--- src/rtl/cpu_types_pkg.sv ---
// Shared control types for the pipeline control slice: ALU/write-back source enums,
// opcode/funct constants, the EX control word and the halt FSM states.
package cpu_types_pkg;

    typedef enum logic [1:0] {
        ALUB_RDAT2 = 2'd0,
        ALUB_EXT32 = 2'd1,
        ALUB_SHAMT = 2'd2
    } alu_b_sel_t;

    // Encoding 3 is left unused on purpose.
    typedef enum logic [1:0] {
        WDAT_ALU  = 2'd0,
        WDAT_DMEM = 2'd1,
        WDAT_PC4  = 2'd2
    } rf_wdat_sel_t;

    localparam logic [5:0] OP_RTYPE = 6'h00;
    localparam logic [5:0] OP_J     = 6'h02;
    localparam logic [5:0] OP_JAL   = 6'h03;
    localparam logic [5:0] OP_BEQ   = 6'h04;
    localparam logic [5:0] OP_BNE   = 6'h05;
    localparam logic [5:0] OP_ADDIU = 6'h09;
    localparam logic [5:0] OP_ANDI  = 6'h0C;
    localparam logic [5:0] OP_ORI   = 6'h0D;
    localparam logic [5:0] OP_LUI   = 6'h0F;
    localparam logic [5:0] OP_LW    = 6'h23;
    localparam logic [5:0] OP_SW    = 6'h2B;
    localparam logic [5:0] OP_HALT  = 6'h3F;

    localparam logic [5:0] FN_SLL = 6'h00;
    localparam logic [5:0] FN_SRL = 6'h02;
    localparam logic [5:0] FN_JR  = 6'h08;

    typedef struct packed {
        logic         wen;
        logic         dren;
        logic         dwen;
        alu_b_sel_t   alu_b_sel;
        rf_wdat_sel_t rf_wdat_sel;
    } ctrl_t;

    localparam ctrl_t CTRL_BUBBLE = '{1'b0, 1'b0, 1'b0, ALUB_RDAT2, WDAT_ALU};

    typedef enum logic [1:0] {
        ST_RUN    = 2'd0,
        ST_DRAIN  = 2'd1,
        ST_HALTED = 2'd2
    } state_t;

endpackage

--- src/rtl/ctrl_decode.sv ---
// Purely combinational instruction decode: control word, register selects and immediates.
// Zero latency, no flow control; the caller decides when the result is captured.
module ctrl_decode
    import cpu_types_pkg::*;
#(
    parameter int DATA_W = 32,
    parameter int REG_AW = 5
) (
    input  logic [DATA_W-1:0] imemload,
    output ctrl_t             ctrl,
    output logic              is_halt,
    output logic              reads_rt,
    output logic [REG_AW-1:0] wsel,
    output logic [REG_AW-1:0] rsel1,
    output logic [REG_AW-1:0] rsel2,
    output logic [DATA_W-1:0] ext32,
    output logic [DATA_W-1:0] shamt
);

    logic [5:0]  op;
    logic [5:0]  funct;
    logic [4:0]  rs;
    logic [4:0]  rt;
    logic [4:0]  rd;
    logic [15:0] imm;

    assign op    = imemload[31:26];
    assign rs    = imemload[25:21];
    assign rt    = imemload[20:16];
    assign rd    = imemload[15:11];
    assign imm   = imemload[15:0];
    assign funct = imemload[5:0];

    always_comb begin
        ctrl     = CTRL_BUBBLE;
        is_halt  = 1'b0;
        reads_rt = 1'b0;
        wsel     = REG_AW'(rt);
        rsel1    = REG_AW'(rs);
        rsel2    = REG_AW'(rt);
        ext32    = {{(DATA_W-16){imm[15]}}, imm};
        shamt    = DATA_W'(imemload[10:6]);
        case (op)
            OP_RTYPE: begin
                reads_rt       = 1'b1;
                wsel           = REG_AW'(rd);
                ctrl.wen       = (funct != FN_JR);
                ctrl.alu_b_sel = (funct == FN_SLL || funct == FN_SRL) ? ALUB_SHAMT : ALUB_RDAT2;
            end
            OP_ADDIU: begin
                ctrl.wen       = 1'b1;
                ctrl.alu_b_sel = ALUB_EXT32;
            end
            OP_ANDI, OP_ORI: begin
                ctrl.wen       = 1'b1;
                ctrl.alu_b_sel = ALUB_EXT32;
                ext32          = {{(DATA_W-16){1'b0}}, imm};
            end
            OP_LUI: begin
                ctrl.wen       = 1'b1;
                ctrl.alu_b_sel = ALUB_EXT32;
                ext32          = {imm, {(DATA_W-16){1'b0}}};
            end
            OP_LW: begin
                ctrl.wen         = 1'b1;
                ctrl.dren        = 1'b1;
                ctrl.alu_b_sel   = ALUB_EXT32;
                ctrl.rf_wdat_sel = WDAT_DMEM;
            end
            OP_SW: begin
                ctrl.dwen      = 1'b1;
                ctrl.alu_b_sel = ALUB_EXT32;
                reads_rt       = 1'b1;
            end
            OP_BEQ, OP_BNE: reads_rt = 1'b1;
            OP_JAL: begin
                ctrl.wen         = 1'b1;
                wsel             = REG_AW'(31);
                ctrl.rf_wdat_sel = WDAT_PC4;
            end
            OP_HALT: is_halt = 1'b1;
            default: ;
        endcase
        // r0 is hardwired, so a write to it is dropped here rather than in the regfile.
        if (wsel == '0) ctrl.wen = 1'b0;
    end

endmodule

--- src/rtl/ctrl_pipe.sv ---
// Pipeline control: decode into a 1-cycle EX control register, load-use stall, memory freeze, halt drain.
// Freeze (pending dmem access) holds everything; stall inserts a bubble; HALT drains then latches halt.
module ctrl_pipe
    import cpu_types_pkg::*;
#(
    parameter int DATA_W     = 32,
    parameter int REG_AW     = 5,
    parameter int HALT_DRAIN = 3
) (
    input  logic              CLK,
    input  logic              RST,
    input  logic              ihit,
    input  logic              dhit,
    input  logic [DATA_W-1:0] imemload,
    output logic              pc_en,
    output logic              stall,
    output logic              WEN,
    output logic [REG_AW-1:0] wsel,
    output logic [REG_AW-1:0] rsel1,
    output logic [REG_AW-1:0] rsel2,
    output logic [DATA_W-1:0] ext32,
    output logic [DATA_W-1:0] shamt,
    output logic [1:0]        alu_b_sel,
    output logic [1:0]        rf_wdat_sel,
    output logic              dREN,
    output logic              dWEN,
    output logic              halt
);

    localparam int CNT_W = $clog2(HALT_DRAIN + 1);

    ctrl_t             dec_ctrl;
    logic              dec_is_halt;
    logic              dec_reads_rt;
    logic [REG_AW-1:0] dec_wsel, dec_rsel1, dec_rsel2;
    logic [DATA_W-1:0] dec_ext32, dec_shamt;

    ctrl_decode #(.DATA_W(DATA_W), .REG_AW(REG_AW)) u_decode (
        .imemload (imemload),
        .ctrl     (dec_ctrl),
        .is_halt  (dec_is_halt),
        .reads_rt (dec_reads_rt),
        .wsel     (dec_wsel),
        .rsel1    (dec_rsel1),
        .rsel2    (dec_rsel2),
        .ext32    (dec_ext32),
        .shamt    (dec_shamt)
    );

    state_t            state_q, state_d;
    logic [CNT_W-1:0]  cnt_q, cnt_d;
    ctrl_t             ex_ctrl_q, ex_ctrl_d;
    logic [REG_AW-1:0] ex_wsel_q, ex_wsel_d;
    logic [REG_AW-1:0] ex_rsel1_q, ex_rsel1_d;
    logic [REG_AW-1:0] ex_rsel2_q, ex_rsel2_d;
    logic [DATA_W-1:0] ex_ext32_q, ex_ext32_d;
    logic [DATA_W-1:0] ex_shamt_q, ex_shamt_d;
    logic              freeze;

    always_comb begin
        freeze = (ex_ctrl_q.dren | ex_ctrl_q.dwen) & ~dhit;
        stall  = ex_ctrl_q.dren && (ex_wsel_q != '0) &&
                 ((ex_wsel_q == dec_rsel1) || (dec_reads_rt && ex_wsel_q == dec_rsel2));
        pc_en  = ihit & ~stall & ~freeze & (state_q == ST_RUN);

        state_d    = state_q;
        cnt_d      = cnt_q;
        ex_ctrl_d  = ex_ctrl_q;
        ex_wsel_d  = ex_wsel_q;
        ex_rsel1_d = ex_rsel1_q;
        ex_rsel2_d = ex_rsel2_q;
        ex_ext32_d = ex_ext32_q;
        ex_shamt_d = ex_shamt_q;

        if (!freeze) begin
            ex_ctrl_d  = CTRL_BUBBLE;
            ex_wsel_d  = '0;
            ex_rsel1_d = '0;
            ex_rsel2_d = '0;
            ex_ext32_d = '0;
            ex_shamt_d = '0;
            case (state_q)
                ST_RUN: begin
                    // pc_en doubles as "instruction accepted into EX this cycle".
                    if (pc_en) begin
                        if (dec_is_halt) begin
                            state_d = ST_DRAIN;
                            cnt_d   = CNT_W'(HALT_DRAIN - 1);
                        end else begin
                            ex_ctrl_d  = dec_ctrl;
                            ex_wsel_d  = dec_wsel;
                            ex_rsel1_d = dec_rsel1;
                            ex_rsel2_d = dec_rsel2;
                            ex_ext32_d = dec_ext32;
                            ex_shamt_d = dec_shamt;
                        end
                    end
                end
                ST_DRAIN: begin
                    if (cnt_q == '0) state_d = ST_HALTED;
                    else             cnt_d   = cnt_q - CNT_W'(1);
                end
                ST_HALTED: ;
                default: state_d = ST_RUN;
            endcase
        end
    end

    always_ff @(posedge CLK) begin
        if (RST) begin
            state_q    <= ST_RUN;
            cnt_q      <= '0;
            ex_ctrl_q  <= CTRL_BUBBLE;
            ex_wsel_q  <= '0;
            ex_rsel1_q <= '0;
            ex_rsel2_q <= '0;
            ex_ext32_q <= '0;
            ex_shamt_q <= '0;
        end else begin
            state_q    <= state_d;
            cnt_q      <= cnt_d;
            ex_ctrl_q  <= ex_ctrl_d;
            ex_wsel_q  <= ex_wsel_d;
            ex_rsel1_q <= ex_rsel1_d;
            ex_rsel2_q <= ex_rsel2_d;
            ex_ext32_q <= ex_ext32_d;
            ex_shamt_q <= ex_shamt_d;
        end
    end

    assign WEN         = ex_ctrl_q.wen;
    assign dREN        = ex_ctrl_q.dren;
    assign dWEN        = ex_ctrl_q.dwen;
    assign alu_b_sel   = ex_ctrl_q.alu_b_sel;
    assign rf_wdat_sel = ex_ctrl_q.rf_wdat_sel;
    assign wsel        = ex_wsel_q;
    assign rsel1       = ex_rsel1_q;
    assign rsel2       = ex_rsel2_q;
    assign ext32       = ex_ext32_q;
    assign shamt       = ex_shamt_q;
    assign halt        = (state_q == ST_HALTED);

endmodule

--- config.mk ---
export PLATFORM = sky130hd
export DESIGN_NAME = ctrl_pipe
export DESIGN_NICKNAME = d
export VERILOG_FILES = /design/src/rtl/cpu_types_pkg.sv /design/src/rtl/ctrl_decode.sv /design/src/rtl/ctrl_pipe.sv
export SDC_FILE = /design/constraint.sdc
export NUM_CORES = 1
export LEC_CHECK = 0
export ABC_AREA = 1
export BUFFER_PORTS_ARGS = -buffer_cell sky130_fd_sc_hd__buf_2
export CAP_MARGIN = 30
export CORE_MARGIN = 2
export CORE_UTILIZATION = 50
export CTS_CLUSTER_SIZE = 10
export DETAILED_ROUTE_END_ITERATION = 16
export GPL_TIMING_DRIVEN = 0
export PLACE_DENSITY_LB_ADDON = 0.05
export SYNTH_ARGS = -nofsm -noshare
export SYNTH_HDL_FRONTEND = slang
export SYNTH_SLANG_ARGS = --single-unit
--- constraint.sdc ---
create_clock -name CLK -period 2.37 [get_ports CLK]
set_input_delay 0.5925 -clock CLK [delete_from_list [all_inputs] [get_ports CLK]]
set_output_delay 0.5925 -clock CLK [all_outputs]
set_load 0.01 [all_outputs]
======== Yosys cells after proc, flatten, opt, wreduce, memory -nomap -nowiden ========
Cells that the tools add are included.
word-level totals
  memories ................................ 0
  memory bits (writable) .................. 0
  bits in latches ......................... 0
  output and inout bits ................... 89
  bits in registers ....................... 90
  ROM bits ................................ 0
operators by class
  $mul .................................... 0
  muxes and demuxes ....................... 37
  div/mod/pow operators ................... 0
  reduce and logical (&&, ||, !) cells .... 18
  magnitude comparators ................... 0
  equal/unequal tests ..................... 20
  shift operators ......................... 0
  add/subtract/negate cells ............... 1
  bitwise operators ....................... 9
operator list
  operator            count
  $mux 32             3
  $pmux 32 s2         1
  $mux 5              12
  $eq 6x4->1 const B  4
  $mux 7              3
  $eq 6x6->1 const B  3
  $mux 2              7
  $eq 6x2->1 const B  2
  $eq 6x3->1 const B  2
  $logic_not 6->1     2
  $pmux 2 s2          3
  $reduce_or 6->1     2
  $eq 5x5->1          2
  $pmux 5 s2          1
  $reduce_and 5->1    2
  $ne 2x2->1 const B  4
  $ne 6x4->1 const B  1
  $pmux 2 s3          1
  $logic_not 5->1     1
  $mux 1              5
  $reduce_bool 5->1   1
  $and 1x1->1         4
  $logic_not 2->1     2
  $not 1->1           4
  other kinds (10)    13

======== Depth between registers and ports, before layout ========
Gate-level depths: netlist (run 1).
  word-level depth ........................ 12
  mapped depth ............................ 13
  depth with buffers taken out ............ 13

======== Hierarchy ========
A second synthesis (run 1) with hierarchy kept.
unflattened totals
  cell total of the unflattened synthesis .. 633
  area total of the unflattened synthesis .. 4377.9 µm²
by module, submodules not included
  module       area each (µm²)  seq. area each (µm²)  cells an instance  times used
  ctrl_pipe    3435.8           1801.7                473                1
  ctrl_decode  942.2            0.0                   160                1

======== Least setup slack after synthesis (run 1) ========
No wires, ideal clock.
  kind .................................... input to output
  start point ............................. input port imemload[30]
  end point ............................... output port pc_en
  data arrival time ....................... 1.449 ns
  buffers on the path ..................... 1
  cell stages on the path ................. 9
  setup slack ............................. 0.328 ns
  cells stage by stage .................... nor2_4 > nand3_2 > nand3_2 > nand2_1 > nand2_2 > nand2_4 > nand3_4 > inv_4 > buf_6
on the way
  longest elaborated chain between the ends .. 10
RTL lines
  what                                RTL line           RTL
  start, declared                     ctrl_pipe.sv:14    input logic [DATA_W-1:0] imemload,
  $eq 6x3->1 (tied with other cells)  ctrl_decode.sv:43  case (op)
  $reduce_or 4->1 (no line) (*)       n/a
  $mux 1 (*)                          ctrl_decode.sv:43
  $logic_and 1x1->1 (*)               ctrl_pipe.sv:63    ((ex_wsel_q == dec_rsel1) || (dec_reads_rt && ex_wsel_q == dec_rsel2));
  $logic_or 1x1->1 (*)                ctrl_pipe.sv:63
  $logic_and 1x1->1 (*)               ctrl_pipe.sv:62    stall = ex_ctrl_q.dren && (ex_wsel_q != '0) &&
  $not 1->1 (*)                       ctrl_pipe.sv:64    pc_en = ihit & ~stall & ~freeze & (state_q == ST_RUN);
  $and 1x1->1 (*) (3 in a row)        ctrl_pipe.sv:64
  end, declared                       ctrl_pipe.sv:15    output logic pc_en,
Every way passes the cells marked *; elsewhere a longest branch is shown, timed or not.

======== Final worst setup path (run 1) ========
  start point ............................. input port imemload[30]
  end point ............................... output port stall
on the way
  longest elaborated chain between the ends .. 6
RTL lines
  what                                RTL line           RTL
  $eq 6x3->1 (tied with other cells)  ctrl_decode.sv:43
  $reduce_or 4->1 (no line) (*)       n/a
  $mux 1 (*)                          ctrl_decode.sv:43
  $logic_and 1x1->1 (*)               ctrl_pipe.sv:63
  $logic_or 1x1->1 (*)                ctrl_pipe.sv:63
  $logic_and 1x1->1 (*)               ctrl_pipe.sv:62
  end, declared                       ctrl_pipe.sv:16    output logic stall,
Marks and branches as above.

==> flow_metrics.env, run 1 <==
export IMPL_worstSetupPathType="in2out"
export IMPL_post_dp_cell_area_mm2=0.00416
export IMPL_hold_path_class="reg2reg"
export IMPL_worstPathMaxFanout=7
export IMPL_hold_buffers=0
export IMPL_syn_area_mm2=0.00349
export IMPL_clk_latency_ns=0.34
export IMPL_stdcell_area_mm2=0.00449
export IMPL_tightest_slew_ns=0.721
export IMPL_drtAntennaViolNets=0
export IMPL_rsz0062_at_grt="false"
export IMPL_start_kind="input pin"
export IMPL_grt_max_degree=18
export IMPL_routed_via_density=4.99
export IMPL_fillers=625
export IMPL_cp_required_ns=1.78
export IMPL_drc=0
export IMPL_cts_root_buf="clkbuf_8"
export IMPL_ys_seq_area_share_pct=35.6
export IMPL_area_growth_pct=28.7
export IMPL_final_cell_mix="114 x nand2_1, 96 x buf_2, 58 x dfxtp_1, 42 x buf_4, 36 x a21oi_1"
export IMPL_status="finished, final reports clean"
export IMPL_grt_overflow=0
export IMPL_wl_per_cell_um=13.2
export IMPL_hold_ws_ns=0.463
export IMPL_cts_tree="yes"
export IMPL_via_count=3556
export IMPL_synth_cells=483
export IMPL_hpwl_um=7250
export IMPL_cts_made_buffers=9
export IMPL_grt_pass1_vias=3119
export IMPL_drv_cap=0
export IMPL_start_util_pct=51.6
export IMPL_final_nets=665
export IMPL_ys_types=34
export IMPL_arrival_ns=1.67
export IMPL_drive_gt1_share_pct=38.8
export IMPL_antenna_found_initial=0
export IMPL_clk_pin_slew_ns=0.06
export IMPL_port_buffers=96
export IMPL_setup_violations=0
export IMPL_p_per_area_mw_per_mm2=524
export IMPL_min_period_ns=2.26
export IMPL_tns_ns=0
export IMPL_synth_seq_cells=62
export IMPL_rows=30
export IMPL_gp_congestion=0.911
export IMPL_synth_avg_cell_area_um2=7.22
export IMPL_htreeDepth=3
export IMPL_die_w_um=87.5
export IMPL_dr_first_iter_drc_count=220
export IMPL_grt_pass1_wl_um=14900
export IMPL_detail_route_first_pass_iterations=5
export IMPL_dieArea_mm2=0.00766
export IMPL_hold_viol=0
export IMPL_track_usage_pct=25.1
export IMPL_cts_max_path_buffers=2
export IMPL_yosysWarningCount=0
export IMPL_min_period_over_period_pct=95.3
export IMPL_p_leak_nw=2.17
export IMPL_skew_ns=0.00885
export IMPL_vdd_ir_drop_worst_v=0.000295
export IMPL_fmax_mhz=443
export IMPL_core_area_mm2=0.00676
export IMPL_io_pins=125
export IMPL_n_antenna_cell=0
export IMPL_final_common_cell="nand2_1"
export IMPL_slew_viol_final=0
export IMPL_slew_headroom_pct=51.9
export IMPL_cp_end_kind="output pin"
export IMPL_fp_dieH_um=87.5
export IMPL_routed_wl_um=9410
export IMPL_numClockSinks=62
[per-layer routing]
layer / up-vias / GRT usage [%] / wire (um)
met1: 1596 / 35.5 / 4450
met4: 0 / 9.23 / 199
met5: - / 0 / 0
met2: 148 / 37.8 / 4090
li1: 1796 / - / -
met3: 16 / 4.74 / 669
[report_power, final]
group	switching [mW]	internal [mW]
Sequential	0.0234	1.08
Clock	0.407	0.425
Combinational	0.244	0.170
Total	0.674	1.68
[state kept, by name, indices dropped and copies added, names as in the netlist]
register / cells
ext32: 32
rsel2: 5
WEN: 1
alu_b_sel: 2
wsel: 5
cnt_q: 2
shamt: 5
dWEN: 1
rsel1: 5
rf_wdat_sel: 2
state_q: 2
[worst max-delay path, cell delays in order]
cell and delay, ns:
clkbuf_4 0.14, nor2_4 0.16, nand4_1 0.14, nand3_2 0.11, nand2_2 0.06, nand2_2 0.08, nand2_4 0.09, buf_6 0.14
inv_2 0.05, buf_6 0.09
[through the flow]
step | total power [mW] | utilization, % | cells | setup slack (ns)
final | 2.35 | 66.4 | 712 | 0.111
after global placement | 1.51 | 61.6 | 685 | -0.0935
after detailed placement | 1.52 | 61.6 | 685 | -0.116
after floorplan | 1.38 | - | 509 | 0.328
after global routing | 2.46 | 66.4 | 712 | 0.00163
after CTS | 2.34 | 64.4 | 700 | 0.000685
[area by class of cell]
| cell class | count | area [um^2] | area share [%] |
|---|---|---|---|
| timing repair buffer | 109 | 596 | 13.3 |
| clock buffer | 11 | 151 | 3.38 |
| clock inverter | 4 | 22.5 | 0.502 |
| multi-input combinational | 356 | 1870 | 41.7 |
| inverter | 37 | 151 | 3.38 |
| sequential | 62 | 1250 | 27.8 |
| tap | 80 | 100 | 2.23 |
| buffer | 53 | 348 | 7.75 |
[path summary, 6_finish.rpt]
| check | from | cells past startpoint | slack (ns) | to |
|---|---|---|---|---|
| worst max-delay path | imemload[30] | 10 | 0.11 | stall |
| worst min-delay path | ext32[30] | 2 | 0.46 | ext32[30] |
| worst max register to register | rf_wdat_sel[0] | 6 | 0.49 | ext32[21] |
| worst min register to register | ext32[30] | 2 | 0.46 | ext32[30] |
[synth_stat cells, drive strengths merged]
| master | n | area (um^2) |
|---|---|---|
| o21ai | 24 | 120 |
| nand3 | 16 | 108 |
| clkbuf | 13 | 50.0 |
| a21oi | 65 | 434 |
| o31ai | 1 | 7.51 |
| nand4 | 16 | 100 |
| xor2 | 2 | 17.5 |
| ha | 1 | 12.5 |
| dfxtp | 62 | 1240 |
| and3 | 1 | 6.26 |
| inv | 37 | 141 |
| nor3 | 19 | 100 |
| buf | 41 | 303 |
| conb | 1 | 3.75 |
| nand2 | 149 | 652 |
| o211ai | 1 | 7.51 |
| nor2 | 31 | 155 |
| xnor2 | 3 | 26.3 |
[logic make-up after synthesis]
| kind of cell | Yosys count | share of synthesized area (%) |
|---|---|---|
| flip-flops | 62 | 35.6 |
| other | 1 | 0.108 |
| adder cells (fa/ha/maj) | 1 | 0.359 |
| buffers and inverters | 91 | 14.2 |
| XOR/XNOR | 5 | 1.26 |
| AO/OA/AOI/OAI | 91 | 16.3 |
| AND/OR/NAND/NOR | 232 | 32.2 |
[what timing repair did]
item | CTS | global route
pin swaps | 1 | 5
endpoints found under the setup margin | 2 | 2
gates resized for setup | 4 | 18
buffers inserted | 1 | 12
Power figures use the tool's default switching activity.
==> run 2: changes to the inputs <==
- ABC_AREA: 1 -> not set
- CORE_UTILIZATION: 50 -> 47
==> run 2 against run 1 <==
- the run now ends with negative setup slack left
- combinational power is 22% lower
- clock power increased by 8.5%
- clock skew down 0.0025 ns
- power down 0.85%
- largest cell class unchanged
- core utilization decreased by 1.5 points
- flip-flop and latch count did not move
- setup slack lost 0.30 ns
==> flow_metrics.env, run 2 <==
export IMPL_dp_slack_ns=-0.214
export IMPL_die_w_um=82.7
export IMPL_synth_top_family_by_area="compound AO/OA/AOI/OAI gates"
export IMPL_worstPathMaxFanout=2
export IMPL_utilization_pct=64.9
export IMPL_synth_seq_cells=62
export IMPL_power_share_sequential_pct=47.4
export IMPL_finalPower_mw=2.33
export IMPL_cts_tree="yes"
export IMPL_cts_max_path_buffers=2
export IMPL_synth_top_area_share_pct=42.7
export IMPL_grt_overflow=0
export IMPL_p_per_area_mw_per_mm2=603
export IMPL_synth_most_common_cell="dfxtp_1"
export IMPL_routed_via_density=5.12
export IMPL_detail_route_first_pass_iterations=4
export IMPL_fmax_mhz=390
export IMPL_wl_per_cell_um=14.7
export IMPL_drv_cap=0
export IMPL_violations="negative setup slack"
export IMPL_final_common_cell="buf_2"
export IMPL_cp_required_ns=1.78
export IMPL_min_period_over_period_pct=108
export IMPL_rows=28
export IMPL_status="finished with violations"
export IMPL_rsz0062_at_grt="true"
export IMPL_drtAntennaViolNets=0
export IMPL_p_int_mw=1.72
export IMPL_n_antenna_cell=0
export IMPL_synthMuxAreaShare_pct=1.72
export IMPL_comb_power_share_pct=13.9
export IMPL_hold_viol=0
export IMPL_slew_viol_final=0
export IMPL_drive_gt1_share_pct=37.4
export IMPL_cp_end_kind="output pin"
export IMPL_fp_dieH_um=82.7
export IMPL_start_kind="register"
export IMPL_p_leak_nw=1.89
export IMPL_synthSimpleGateAreaFrac_pct=17.3
export IMPL_grt_max_degree=12
export IMPL_final_cell_mix="96 x buf_2, 59 x dfxtp_1, 53 x a22o_1, 37 x buf_4, 27 x conb_1"
export IMPL_htreeDepth=3
export IMPL_worstSetupPathType="reg2out"
export IMPL_dr_first_iter_drc_count=130
export IMPL_hpwl_um=5640
export IMPL_hold_path_class="reg2reg"
export IMPL_grt_pass1_wl_um=11700
export IMPL_synth_fa_ha_area_share_pct=0.430
export IMPL_synth_edf_count=0
export IMPL_final_nets=476
export IMPL_ys_types=49
export IMPL_syn_area_mm2=0.00291
export IMPL_synth_main_ff_cell="dfxtp_1"
export IMPL_routed_wl_um=7620
export IMPL_port_buffers=93
export IMPL_clk_latency_ns=0.34
export IMPL_setup_violations=2
export IMPL_power_switching_share_pct=26.3
export IMPL_ys_seq_area_share_pct=42.7
export IMPL_antenna_found_initial=0
export IMPL_post_place_cells=494
export IMPL_synth_common_cells="62 x dfxtp_1, 53 x a22o_1, 28 x buf_4"
export IMPL_fin_cells=519
export IMPL_gp_congestion=0.807
export IMPL_p_sw_mw=0.613
export IMPL_postLayoutSetupSlackWorst_ns=-0.194
export IMPL_synth_avg_cell_area_um2=9.69
export IMPL_slew_headroom_pct=61.7
export IMPL_cts_made_buffers=9
export IMPL_start_util_pct=48.8
export IMPL_synth_xor_area_share_pct=3.31
export IMPL_io_pins=125
export IMPL_largest_reg_flops=32
export IMPL_tightest_slew_ns=0.575
export IMPL_p_clk_share_pct=38.7
export IMPL_drc=0
export IMPL_clk_pin_slew_ns=0.07
export IMPL_numClockSinks=62
export IMPL_arrival_ns=1.97
export IMPL_synth_compound_area_share_pct=23.8
export IMPL_yosysWarningCount=0
export IMPL_track_usage_pct=22.8
export IMPL_skew_ns=0.00630
export IMPL_fillers=558
export IMPL_via_count=2655
export IMPL_dieArea_mm2=0.00683
export IMPL_synth_area_leader_cell="dfxtp_1"
export IMPL_synth_cells=300
export IMPL_core_area_mm2=0.00596
export IMPL_asyncSetResetFlopFracSynth_pct=0
export IMPL_grt_pass1_vias=2389
export IMPL_yosys_top_cells_area="dfxtp_1 43%, a22o_1 16%, buf_4 7.2%"
export IMPL_cts_root_buf="clkbuf_8"
export IMPL_vdd_ir_drop_worst_v=0.000389
export IMPL_hold_buffers=0
export IMPL_min_period_ns=2.56
export IMPL_area_growth_pct=33.0
## run 2: cell count changes after synthesis, moves of 5 or more
cell      change
nand2_2      -31
a21oi_2      -29
inv_1        -31
nand2b_1     +17
nor2_1       -11
a21oi_1      -30
nand2_1     -100
a22o_1       +53
nand3_1       -9
mux2i_1       +5
nor3_1       -12
o21ai_0      -18
nand4_1      -13
## run 2: routing by layer
metal,wire length [um],global-route usage [%],vias to the layer above
li1,-,-,1326
met1,3360,29.2,1216
met2,3580,37.0,101
met3,535,6.09,12
met4,143,8.20,0
met5,0,0,-
## run 2: path summary, 6_finish.rpt
check | from | endpoint | slack [ns] | cells after the start
worst max register to register | wsel[0] | rsel1[4] | 0.18 | 7
worst min register to register | ext32[31] | ext32[31] | 0.47 | 1
worst min-delay path | ext32[31] | ext32[31] | 0.47 | 1
worst max-delay path | wsel[0] | pc_en | -0.19 | 6
## run 2: area by class of cell
class | count | area, um^2 | area share [%]
well taps | 75 | 93.8 | 2.43
clock inverters | 6 | 61.3 | 1.59
multi-input cells | 213 | 1490 | 38.6
repair buffers | 102 | 533 | 13.8
flip-flops and latches | 62 | 1250 | 32.3
clock buffers | 10 | 128 | 3.30
plain buffers | 47 | 294 | 7.61
inverters | 4 | 15.0 | 0.388
## run 2: kinds of logic (layout without fill, tap and decap cells)
family,count (synthesis),in the layout
xor gates and xnor gates,11,11
muxes,5,5
AOI/OAI and AO/OA,84,84
DFF,62,62
adders and majority gates,1,1
buffers and inverters,51,169
other,1,27
and+or+nand+nor,85,85
## run 2: what timing repair did
| action | in CTS | in global routing |
|---|---|---|
| endpoints found under the setup margin | 2 | 42 |
| buffers inserted | 7 | 2 |
| cloned | 0 | 0 |
| pin swaps | 4 | 4 |
| gates resized for setup | 8 | 6 |
## run 2: power by group through the flow
stage | combinational [mW] | sequential [mW] | clock [mW]
after floorplan | 0.174 | 1.15 | 0
after global placement | 0.298 | 1.13 | 0
after detailed placement | 0.302 | 1.13 | 0
after CTS | 0.316 | 1.10 | 0.916
after global routing | 0.357 | 1.11 | 0.963
final | 0.324 | 1.11 | 0.902
## run 2: critical path, stage by stage, from the launching register on
cell	delay (ns)
dfxtp_4	0.35
or4_4	0.56
o211ai_4	0.20
o211a_1	0.22
nand2_2	0.08
nor3_2	0.09
buf_2	0.14
## run 2: through the flow
step / hold WS [ns] / TNS [ns] / instance area, um^2
final: 0.466 / -0.273 / 3870
after global routing: 0.482 / -0.492 / 3870
after CTS: 0.469 / -0.392 / 3830
after detailed placement: 0.452 / -5.83 / 3560
after global placement: 0.444 / -4.93 / 3560
after floorplan: 0.463 / 0 / 3010
==> run 3: changes to the inputs <==
- CORE_UTILIZATION: 47 -> 51
- SYNTH_HIERARCHICAL: not set -> 1
==> run 3 against run 2 <==
- the flow still finishes with violations (negative setup slack)
- via count is 24% higher
- first-iteration DRC count shrank 10%
- final area grew 30%
- non-clock buffer count is 43 higher
- clock skew grew 0.0015 ns
- power is 33% higher
- cell count is 23% higher
- sequential share of layout area increased by 3.7 points
- register-to-register slack got worse by 0.08 ns
- flip-flop and latch count rose by 28
- synthesized cell count increased by 24%
- critical path depth rose by 4
==> flow_metrics.env, run 3 <==
export IMPL_drc=0
export IMPL_synth_area_leader_cell="dfxtp_1"
export IMPL_n_antenna_cell=0
export IMPL_utilization_pct=68.8
export IMPL_final_nets=569
export IMPL_p_sw_mw=0.786
export IMPL_cts_made_buffers=9
export IMPL_fin_cells=636
export IMPL_path_buf_inv=2
export IMPL_worstPathMaxFanout=3
export IMPL_dieArea_mm2=0.00828
export IMPL_cts_tree="yes"
export IMPL_syn_area_mm2=0.00386
export IMPL_fmax_mhz=407
export IMPL_ys_types=43
export IMPL_postLayoutSetupSlackWorst_ns=-0.0895
export IMPL_arrival_ns=1.87
export IMPL_area_growth_pct=29.9
export IMPL_violations="negative setup slack"
export IMPL_tightest_slew_ns=0.569
export IMPL_routed_wl_um=9520
export IMPL_numClockSinks=90
export IMPL_io_pins=125
export IMPL_status="finished with violations"
export IMPL_port_buffers=116
export IMPL_drive_gt1_share_pct=39.9
export IMPL_power_switching_share_pct=25.4
export IMPL_htreeDepth=3
export IMPL_power_share_sequential_pct=51.9
export IMPL_start_kind="input pin"
export IMPL_antenna_found_initial=0
export IMPL_p_per_area_mw_per_mm2=616
export IMPL_min_period_ns=2.46
export IMPL_routed_via_density=5.19
export IMPL_synth_top_area_share_pct=46.7
export IMPL_finalPower_mw=3.09
export IMPL_hold_path_class="in2reg"
export IMPL_yosysWarningCount=6
export IMPL_setup_violations=2
export IMPL_track_usage_pct=23.2
export IMPL_grt_pass1_wl_um=15500
export IMPL_rsz0062_at_grt="true"
export IMPL_asyncSetResetFlopFracSynth_pct=0
export IMPL_cts_max_path_buffers=2
export IMPL_hold_viol=0
export IMPL_hpwl_um=6850
export IMPL_detail_route_first_pass_iterations=4
export IMPL_worstSetupPathType="in2out"
export IMPL_final_cell_mix="118 x buf_2, 87 x dfxtp_1, 86 x a22o_1, 51 x buf_4, 27 x conb_1"
export IMPL_fillers=646
export IMPL_die_w_um=91.0
export IMPL_drv_cap=0
export IMPL_synth_seq_cells=90
export IMPL_skew_ns=0.00782
export IMPL_synth_cells=371
export IMPL_post_place_cells=612
export IMPL_p_leak_nw=2.51
export IMPL_ys_seq_area_share_pct=46.7
export IMPL_min_period_over_period_pct=104
export IMPL_p_int_mw=2.30
export IMPL_core_area_mm2=0.00729
export IMPL_final_common_cell="buf_2"
export IMPL_synth_main_ff_cell="dfxtp_1"
export IMPL_vdd_ir_drop_worst_v=0.000360
export IMPL_dr_first_iter_drc_count=117
export IMPL_cp_required_ns=1.78
export IMPL_path_delay_family="simple AND/OR/NAND/NOR gates"
export IMPL_yosys_top_cells_area="dfxtp_1 47%, a22o_1 20%, buf_4 9.1%"
export IMPL_drtAntennaViolNets=0
export IMPL_slew_viol_final=0
export IMPL_synth_common_cells="90 x dfxtp_1, 86 x a22o_1, 47 x buf_4"
export IMPL_grt_pass1_vias=3115
export IMPL_fp_dieH_um=91.0
export IMPL_p_clk_share_pct=35.4
export IMPL_via_count=3301
export IMPL_clk_latency_ns=0.36
export IMPL_synth_avg_cell_area_um2=10.4
export IMPL_wl_per_cell_um=15.0
export IMPL_gp_congestion=0.791
export IMPL_synth_edf_count=0
export IMPL_grt_max_degree=17
export IMPL_slew_headroom_pct=62.1
export IMPL_comb_power_share_pct=12.7
export IMPL_grt_overflow=0
export IMPL_cp_end_kind="output pin"
export IMPL_synth_most_common_cell="dfxtp_1"
export IMPL_clk_pin_slew_ns=0.10
export IMPL_slowest_delay_ns=0.19
export IMPL_cts_root_buf="clkbuf_8"
export IMPL_tns_ns=-0.140
export IMPL_slowest_stage="and2b_2"
export IMPL_start_util_pct=52.9
export IMPL_rows=31
export IMPL_path_cells="buf_8, and2b_2, nor3_2, a21oi_1, nor2_1, nand2_1, o22ai_4, and2_4, nor2_2, buf_2"
-- run 3: path summary, 6_finish.rpt --
kind | slack, ns | start | end | depth (start not counted)
max | -0.09 | imemload[26] | pc_en | 10
min | 0.46 | imemload[21] | rsel1[0] | 2
max reg2reg | 0.10 | wsel[4] | shamt[4] | 8
min reg2reg | 0.48 | ext32[0] | ext32[0] | 1
-- run 3: layer usage --
layer / global-route usage, % / vias to the layer above / wire length (um)
li1: - / 1608 / -
met1: 30.1 / 1564 / 4260
met2: 37.4 / 113 / 4390
met3: 6.14 / 16 / 672
met4: 8.33 / 0 / 197
met5: 0 / - / 0
-- run 3: area by class of cell --
| type | count | area, um^2 | share of cell area [%] |
|---|---|---|---|
| clock buffer | 10 | 138 | 2.75 |
| multi-input combinational | 233 | 1720 | 34.3 |
| tap | 99 | 124 | 2.47 |
| buffer | 68 | 473 | 9.43 |
| clock inverter | 6 | 71.3 | 1.42 |
| inverter | 6 | 22.5 | 0.449 |
| sequential | 90 | 1810 | 36.0 |
| timing repair buffer | 124 | 659 | 13.2 |
-- run 3: kinds of logic after synthesis --
logic type | Yosys count | share of synthesized area, %
mux | 1 | 0.259
flops | 90 | 46.7
simple gates | 67 | 9.86
other cells | 1 | 0.0972
compound gates | 126 | 27.9
buf+inv | 74 | 12.3
xor+xnor | 10 | 2.27
fa+ha+maj | 2 | 0.584
-- run 3: metrics by stage --
stage | instance area (um^2) | hold slack (ns) | setup WS (ns)
floorplan | 3960 | 0.458 | -0.131
global placement | 4670 | 0.455 | -0.269
detailed placement | 4670 | 0.458 | -0.324
CTS | 4970 | 0.447 | -0.129
global route | 5010 | 0.441 | -0.147
finish | 5010 | 0.458 | -0.0895
-- run 3: power by group through the flow --
stage	sequential, mW	combinational (mW)	clock [mW]
floorplan	1.66	0.212	0
global placement	1.64	0.368	0
detailed placement	1.64	0.372	0
CTS	1.60	0.387	1.12
global route	1.61	0.427	1.19
finish	1.60	0.393	1.09
-- run 3: timing repair --
item | CTS | global route
hold buffers | 0 | 0
pin swaps | 8 | 9
endpoints found under the setup margin | 2 | 24
gates resized for setup | 12 | 9
setup buffers | 5 | 3
